===== src/rtl/timed_event_sched.sv =====
// timed_event_sched
//   Per-requester delayed event scheduler. Each slot accepts a delay, counts it
//   down, then raises a pending event that is handed to a single consumer
//   through a round-robin arbiter with a valid/ready handshake.
//
// Ports
//   clk         clock, all state updates on rising edge
//   rst_n       synchronous active-low reset
//   req_valid   [NUM_REQ]        requester i offers a delay
//   req_delay   [NUM_REQ*CNT_W]  delay for requester i at [i*CNT_W +: CNT_W]
//   req_ready   [NUM_REQ]        slot i is IDLE and not being cancelled
//   cancel      [NUM_REQ]        abort slot i's outstanding event
//   fire_valid  an expired event is presented
//   fire_id     slot index of the presented event (0 when fire_valid is 0)
//   fire_ready  consumer accepts the presented event
//   busy        at least one slot is not IDLE
//   pend_cnt    number of slots in PEND
//
// Slot FSM
//   state | meaning
//   IDLE  | no event outstanding, can accept a request
//   WAIT  | counting down the requested delay
//   PEND  | delay expired, waiting to be fired or cancelled

module timed_event_sched #(
   parameter int NUM_REQ = 4,
   parameter int CNT_W   = 16
) (
   input  logic                       clk,
   input  logic                       rst_n,
   input  logic [NUM_REQ-1:0]         req_valid,
   input  logic [NUM_REQ*CNT_W-1:0]   req_delay,
   output logic [NUM_REQ-1:0]         req_ready,
   input  logic [NUM_REQ-1:0]         cancel,
   output logic                       fire_valid,
   output logic [$clog2(NUM_REQ)-1:0] fire_id,
   input  logic                       fire_ready,
   output logic                       busy,
   output logic [$clog2(NUM_REQ):0]   pend_cnt
);

   localparam int ID_W = $clog2(NUM_REQ);
   localparam int PC_W = ID_W + 1;

   typedef enum logic [1:0] {
      ST_IDLE = 2'd0,
      ST_WAIT = 2'd1,
      ST_PEND = 2'd2
   } slot_state_t;

   slot_state_t        state [NUM_REQ];
   logic [CNT_W-1:0]   cnt   [NUM_REQ];
   logic [ID_W-1:0]    rr_ptr;
   // Grant presented last cycle but not taken; keeps fire_id stable under
   // backpressure even if a slot nearer to rr_ptr expires meanwhile.
   logic               hold_vld;
   logic [ID_W-1:0]    hold_id;

   logic [NUM_REQ-1:0] elig;
   logic               grant_vld;
   logic [ID_W-1:0]    grant_id;
   logic               found;
   int                 arb_idx;
   logic               any_busy;
   logic [PC_W-1:0]    pend_sum;

   always_comb begin
      elig     = '0;
      found    = 1'b0;
      arb_idx  = 0;
      grant_id = '0;
      for (int i = 0; i < NUM_REQ; i++) begin
         elig[i] = (state[i] == ST_PEND) && !cancel[i];
      end
      grant_vld = rst_n && (|elig);
      if (hold_vld && elig[hold_id]) begin
         grant_id = hold_id;
      end else begin
         for (int k = 0; k < NUM_REQ; k++) begin
            arb_idx = int'(rr_ptr) + k;
            if (arb_idx >= NUM_REQ) arb_idx = arb_idx - NUM_REQ;
            if (!found && elig[arb_idx]) begin
               found    = 1'b1;
               grant_id = ID_W'(arb_idx);
            end
         end
      end
      if (!grant_vld) grant_id = '0;
   end

   // Outputs are forced to their reset values while rst_n is low so that
   // stale pre-reset slot state never shows up on the interface.
   always_comb begin
      req_ready = '1;
      any_busy  = 1'b0;
      pend_sum  = '0;
      for (int i = 0; i < NUM_REQ; i++) begin
         if (rst_n) req_ready[i] = (state[i] == ST_IDLE) && !cancel[i];
         if (state[i] != ST_IDLE) any_busy = 1'b1;
         if (state[i] == ST_PEND) pend_sum = pend_sum + PC_W'(1);
      end
   end

   assign fire_valid = grant_vld;
   assign fire_id    = grant_id;
   assign busy       = rst_n && any_busy;
   assign pend_cnt   = rst_n ? pend_sum : '0;

   always_ff @(posedge clk) begin
      if (!rst_n) begin
         for (int i = 0; i < NUM_REQ; i++) begin
            state[i] <= ST_IDLE;
            cnt[i]   <= '0;
         end
         rr_ptr   <= '0;
         hold_vld <= 1'b0;
         hold_id  <= '0;
      end else begin
         for (int i = 0; i < NUM_REQ; i++) begin
            if (cancel[i] && (state[i] != ST_IDLE)) begin
               state[i] <= ST_IDLE;
               cnt[i]   <= '0;
            end else begin
               case (state[i])
                  ST_IDLE: begin
                     if (req_valid[i] && !cancel[i]) begin
                        if (req_delay[i*CNT_W +: CNT_W] == '0) begin
                           state[i] <= ST_PEND;
                        end else begin
                           state[i] <= ST_WAIT;
                           cnt[i]   <= req_delay[i*CNT_W +: CNT_W];
                        end
                     end
                  end
                  ST_WAIT: begin
                     if (cnt[i] == CNT_W'(1)) begin
                        state[i] <= ST_PEND;
                        cnt[i]   <= '0;
                     end else begin
                        cnt[i] <= cnt[i] - CNT_W'(1);
                     end
                  end
                  ST_PEND: begin
                     if (grant_vld && fire_ready && (grant_id == ID_W'(i))) begin
                        state[i] <= ST_IDLE;
                     end
                  end
                  default: begin
                     state[i] <= ST_IDLE;
                     cnt[i]   <= '0;
                  end
               endcase
            end
         end

         if (grant_vld && fire_ready) begin
            rr_ptr <= (grant_id == ID_W'(NUM_REQ - 1)) ? '0 : grant_id + ID_W'(1);
         end
         hold_vld <= grant_vld && !fire_ready;
         hold_id  <= grant_id;
      end
   end

endmodule

===== config.mk =====
export PLATFORM = sky130hd
export DESIGN_NAME = timed_event_sched
export DESIGN_NICKNAME = d
export VERILOG_FILES = /design/src/rtl/timed_event_sched.sv
export SDC_FILE = /design/constraint.sdc
export NUM_CORES = 1
export LEC_CHECK = 0
export CORE_MARGIN = 5
export CORE_UTILIZATION = 34
export CTS_BUF_LIST = sky130_fd_sc_hd__clkbuf_8
export DETAILED_ROUTE_END_ITERATION = 7
export PLACE_DENSITY = 0.59
export SLEW_MARGIN = 40
export SYNTH_ARGS = -nofsm -noshare
export SYNTH_HDL_FRONTEND = slang
export SYNTH_SLANG_ARGS = --single-unit

===== constraint.sdc =====
create_clock -name clk -period 4.3 [get_ports clk]
set_input_delay 0.86 -clock clk [delete_from_list [all_inputs] [get_ports clk]]
set_output_delay 0.86 -clock clk [all_outputs]
set_load 0.02 [all_outputs]

Yosys cells after proc, flatten, opt, wreduce, memory -nomap -nowiden
Memory sizes are Yosys's and may differ from the RTL's.
Index checks and enable logic that the tools add are counted.
{"block": "classes", "eq_ne": 15, "n_addsub": 15, "order_cmp": 9, "n_reduce_logical": 54, "n_mux": 229, "bitwise_logic": 44}
{"cell": "16-bit 2-to-1 mux", "n": 20}
{"cell": "32-bit 2-to-1 mux", "n": 8}
{"cell": "1-bit 2-to-1 mux", "n": 161}
{"cell": "32-bit by 4-bit less-than comparator with 1-bit output (second input constant)", "n": 4}
{"cell": "16-bit by 1-bit == test with 1-bit output (second input constant)", "n": 4}
{"cell": "16-bit logical NOT", "n": 4}
{"cell": "16-bit by 1-bit subtractor with 16-bit output (second input constant)", "n": 4}
{"cell": "2-bit 2-to-1 mux", "n": 31}
{"cell": "1-bit bitwise OR", "n": 44}
{"cell": "1-bit logical AND", "n": 28}
{"cell": "2-bit == test (second input constant)", "n": 6}
{"cell": "3-bit 2-to-1 mux", "n": 4}
{"cell": "3-bit OR reduction", "n": 4}
{"cell": "3-bit by 3-bit subtractor with 4-bit output (second input constant)", "n": 3}
{"cell": "1-bit binary-select mux with 2-bit select", "n": 5}
{"cell": "2-bit by 1-bit == test with 1-bit output (second input constant)", "n": 5}
{"cell": "2-bit logical NOT", "n": 5}
{"cell": "3-bit by 1-bit adder with 3-bit output (second input constant)", "n": 3}
{"cell": "3-bit greater-or-equal comparator (second input constant)", "n": 3}
{"cell": "1-bit logical NOT", "n": 8}
{"cell": "2-bit nonzero test", "n": 4}
{"cell": "2-bit by 2-bit adder with 3-bit output (second input constant)", "n": 2}
{"cell": "4-bit OR reduction", "n": 1}
{"cell": "2-bit by 3-bit subtractor with 4-bit output (second input constant)", "n": 1}
{"cell": "4 further kinds", "n": 4}
{"block": "totals", "out_inout_bits": 11, "n_memories": 2, "wordCells": 371, "in_bits": 75, "register_bits": 5, "ramBits": 72}
{"name": "cnt", "depth": 4, "width": 16, "rd": 4, "rd_ports_with_merged_regs": 0, "wr": 4, "line_no": "52", "rtl": "logic [CNT_W-1:0] cnt [NUM_REQ];"}
{"name": "state", "depth": 4, "width": 2, "rd": 4, "rd_ports_with_merged_regs": 0, "wr": 4, "line_no": "51", "rtl": "slot_state_t state [NUM_REQ];"}

Longest topological paths before layout
An unclocked memory read counts as a cell.
{"block": "depth", "ltp_word": 34, "mapped_depth": 9, "ltp_nobuf": 8}

Least setup slack after synthesis
OpenSTA, ideal clock, no wires.
{"block": "synth_timing", "path_kind": "input-to-reg", "start": "in cancel[2]", "end": "mem state[1][0] (netlist bit) (enable)", "setup_slack_ns": 0.929, "setup_time_ns": 0.261, "required_ns": 4.039, "arrival_time_ns": 3.110, "stages": 8, "path_buffers": 0, "cell_sequence": "or3b_2 > o21ai_0 > a221oi_1 > or3_1 > and3_1 > ha_1 > a311o_1 > or3_1"}
{"element": "start: declaration", "line_no": "34", "rtl": "input logic [NUM_REQ-1:0] cancel,"}
{"element": "end: declaration", "line_no": "51"}

Worst setup path in the final report
{"block": "layout_timing", "start": "in cancel[2]", "end": "out fire_id[1]"}
{"block": "layout_between", "elab_chain_cells": 20, "elab_cells_between_ends": 37, "cone_classes": "26 x mux; 11 x reduce/logical"}
{"element": "1-bit logical NOT (*)", "line_no": "73", "rtl": "elig[i] = (state[i] == ST_PEND) && !cancel[i];"}
{"element": "1-bit logical AND (*)", "line_no": "73"}
{"element": "1-bit binary-select mux with 2-bit select", "line_no": "82", "rtl": "if (!found && elig[arb_idx]) begin"}
{"element": "1-bit 2-to-1 mux (implied by the code) (2 in a row)", "line_no": "82"}
{"element": "1-bit 2-to-1 mux", "line_no": "82"}
{"element": "1-bit 2-to-1 mux", "line_no": "76", "rtl": "if (hold_vld && elig[hold_id]) begin"}
{"element": "1-bit logical NOT", "line_no": "82"}
{"element": "1-bit logical AND", "line_no": "82"}
{"element": "[3 not listed]"}
{"element": "1-bit logical AND", "line_no": "82"}
{"element": "1-bit 2-to-1 mux", "line_no": "82"}
{"element": "1-bit 2-to-1 mux", "line_no": "76"}
{"element": "1-bit logical NOT", "line_no": "82"}
{"element": "1-bit logical AND", "line_no": "82"}
{"element": "2-bit 2-to-1 mux", "line_no": "82"}
{"element": "2-bit 2-to-1 mux", "line_no": "76"}
{"element": "2-bit 2-to-1 mux (*)", "line_no": "88", "rtl": "if (!grant_vld) grant_id = '0;"}
{"element": "end: declaration", "line_no": "36", "rtl": "output logic [$clog2(NUM_REQ)-1:0] fire_id,"}
Mark *: on every way between the ends. The rest lies on a longest branch, timed or not. The select of a mux whose other input is x is not followed.

==> impl_metrics.env <==
export IMPL_yosysTopAreaCell="edfxtp_1"
export IMPL_cpMaxStageDelayCell="clkdlybuf4s50_1"
export IMPL_finalSetupViolCount=0
export IMPL_cts_max_level=3
export IMPL_fin_crit_sh_pct=92.4
export IMPL_grt_max_degree=19
export IMPL_track_usage_pct=14.6
export IMPL_clkTransAtPathRegs_ns=0.08
export IMPL_yosysSeqAreaShare_pct=44.0
export IMPL_synth_cell_types=56
export IMPL_rsz0062_at_grt="false"
export IMPL_maxClockFrequency_mhz=252
export IMPL_via_per_inst=5.32
export IMPL_fin_setup_tns_ns=0
export IMPL_hold_viol=0
export IMPL_cts_buffers=9
export IMPL_synth_edff_count=72
export IMPL_period_minus_slack_ns=3.98
export IMPL_clock_sinks=77
export IMPL_power_density_mw_per_mm2=323
export IMPL_ant_nets=0
export IMPL_cp_data_required_time_ns=3.44
export IMPL_wirelength_um=13000
export IMPL_fp_dieH_um=133
export IMPL_p_leak_nw=2.22
export IMPL_dp_slack_ns=0.131
export IMPL_worstSkewPairLatency_ns=0.36
export IMPL_drtIter0Drc=177
export IMPL_end_kind="output pin"
export IMPL_skew_ns=0.00893
export IMPL_crit_path_max_incr_delay_ns=0.68
export IMPL_ys_seq_elements=77
export IMPL_num_nets_final=723
export IMPL_gp_congestion=0.818
export IMPL_worstPathMaxFanout=4
export IMPL_synthCells=550
export IMPL_drive_gt1_share_pct=7.84
export IMPL_vias=4392
export IMPL_crit_type="in -> out"
export IMPL_die_area_mm2=0.0177
export IMPL_ir_drop_mv=0.144
export IMPL_initial_utilization_pct=34.2
export IMPL_min_path_type="reg -> reg"
export IMPL_cp_top_family="buffers and inverters"
export IMPL_synthTopCellsByArea="edfxtp_1, nand2_1, xnor2_1"
export IMPL_drc=0
export IMPL_antennaDiodeCount=0
export IMPL_port_buffers=85
export IMPL_start_kind="input port"
export IMPL_hpwl_um=9890
export IMPL_cp_cell_sequence="clkdlybuf4s50_1 > or3b_2 > a21oi_1 > o221ai_1 > a21oi_1 > clkdlybuf4s50_1"
export IMPL_synthFlopType="edfxtp_1"
export IMPL_cts_buffer_depth=2
export IMPL_io_pins=86
export IMPL_layout_setup_ws_ns=0.325
export IMPL_root_buffer="clkbuf_8"
export IMPL_status="finished, final reports clean"
export IMPL_relSlewSlack_pct=52.7
export IMPL_core_mm2=0.0150
export IMPL_maxSlewViolCount=0
export IMPL_grt_pass1_vias=4515
export IMPL_cts_tree="done"
export IMPL_die_w_um=133
export IMPL_tightest_slew_ns=0.703
export IMPL_ctsHoldBuffers=0
export IMPL_synth_avg_cell_area_um2=9.36
export IMPL_n_fill_cell=1472
export IMPL_postSynth_asyncResetShare_pct=0
export IMPL_rows=45
export IMPL_antenna_found_initial=0
export IMPL_synth_nets=640
export IMPL_crit_buf_inv=2
export IMPL_routedWlPerCell_um=15.7
export IMPL_syn_cell_area_mm2=0.00515
export IMPL_drt_first_pass_iters=4
export IMPL_cap_violations=0
export IMPL_worstPathArrival_ns=3.12
export IMPL_syn_to_final_growth_pct=24.4
export IMPL_overflow=0
export IMPL_grt_pass1_wl_um=21300
export IMPL_synth_top_area_share_pct=42.0
export IMPL_yosysWarnings=0
[cells in the mapped netlist, drive strengths merged, types with 3 or more instances]
cell type and instances:
a21o 3, nand3b 4, or3 6, a31oi 3
edfxtp 72, nor3 15, nor3b 8, o21ai 74
nor4 29, clkbuf 14, a21oi 5, ha 15
nor4b 6, dfxtp 5, or3b 4, buf 10
xor2 20, nand2b 9, inv 15, nand3 13
nor2b 5, nand2 90, and3 4, o31ai 3
nand4 9, or4 8, nor2 39, xnor2 38
[cell type report]
class                   instances  area [µm²]  area share [%]
clock buffers                   9         124            1.94
flip-flops and latches         77        2260            35.3
repair buffers                 96         936            14.6
inverters                      16        60.1           0.938
clock inverters                 7        81.3            1.27
multi-input cells             433        2700            42.2
well taps                     188         235            3.67
[what timing repair did]
item	4_1_cts	5_1_grt
setup buffers	0	0
gates resized for setup	0	1
endpoints found under the setup margin	0	1
[stage by stage]
step | area (µm²) | total power [mW] | cells | hold WS, ns | utilization (%)
after floorplan | 5150 | 1.30 | 550 | 0.480 | -
after global placement | 6180 | 1.48 | 810 | 0.518 | 41.1
after detailed placement | 6190 | 1.49 | 810 | 0.526 | 41.2
after CTS | 6400 | 2.10 | 826 | 0.536 | 42.6
after global routing | 6400 | 2.18 | 826 | 0.561 | 42.6
final | 6400 | 2.07 | 826 | 0.535 | 42.6
[final timing paths]
kind	start	endpoint	slack, ns	depth (start not counted)
max	cancel[2]	fire_id[1]	0.32	6
min	rr_ptr[1]	rr_ptr[1]	0.54	2
max reg2reg	state[2][0]	state[1][1]	1.09	8
min reg2reg	rr_ptr[1]	rr_ptr[1]	0.54	2
[worst register-to-register path: stages, from the launching register on]
cell	delay [ns]
edfxtp_1	0.52
or3b_2	0.56
o21ai_0	0.20
a221oi_1	0.11
or3_1	0.44
and3_1	0.23
ha_1	0.21
a311o_1	0.30
or3_1	0.39
[cells in the final DEF (no fill, tap or decap), types with 3 or more instances in the layout]
| master | count |
|---|---|
| nor4_1 | 28 |
| o21ai_0 | 62 |
| or4_1 | 5 |
| clkbuf_8 | 9 |
| dfxtp_1 | 5 |
| nand3_1 | 13 |
| a31oi_1 | 3 |
| nor3_1 | 15 |
| nor2b_1 | 4 |
| edfxtp_1 | 72 |
| o31ai_1 | 3 |
| xnor2_1 | 38 |
| a21o_1 | 3 |
| nor3b_1 | 7 |
| ha_1 | 15 |
| a21oi_1 | 5 |
| and3_1 | 4 |
| nand4_1 | 9 |
| nand2b_1 | 7 |
| nand2_1 | 90 |
| nor2_1 | 39 |
| clkinv_1 | 3 |
| clkdlybuf4s50_1 | 84 |
| or3_1 | 5 |
| xor2_1 | 20 |
| inv_1 | 15 |
| o21ai_2 | 10 |
| nor4b_1 | 6 |
| or3b_2 | 4 |
| nand3b_1 | 4 |
| buf_4 | 11 |
[registers in the layout (all words and copies together), names as in the netlist]
| register | flops |
|---|---|
| hold_id | 2 |
| state | 8 |
| rr_ptr | 2 |
| hold_vld | 1 |
| cnt | 64 |
[metal layers]
metal	routed length (µm)	part of all wire (%)	up-vias	track usage, %
li1	-	-	2175	-
met1	5940	46	2116	18.1
met2	6380	49	84	25.5
met3	443	3.4	17	2.74
met4	222	1.7	0	5.20
met5	0	0	-	0
[cell families after synthesis]
family,synth area share [%]
buffers and inverters,3.70
flip-flops,44.0
XOR/XNOR,9.87
multiplexers,0.389
AND/OR/NAND/NOR,26.5
AO/OA/AOI/OAI,11.9
adder cells (fa/ha/maj),3.65
[report_power, final]
part           switching, mW  internal (mW)
clock                  0.275          0.319
combinational          0.245          0.233
sequential            0.0861          0.912
total                  0.606           1.46
Power figures use the tool's default switching activity.
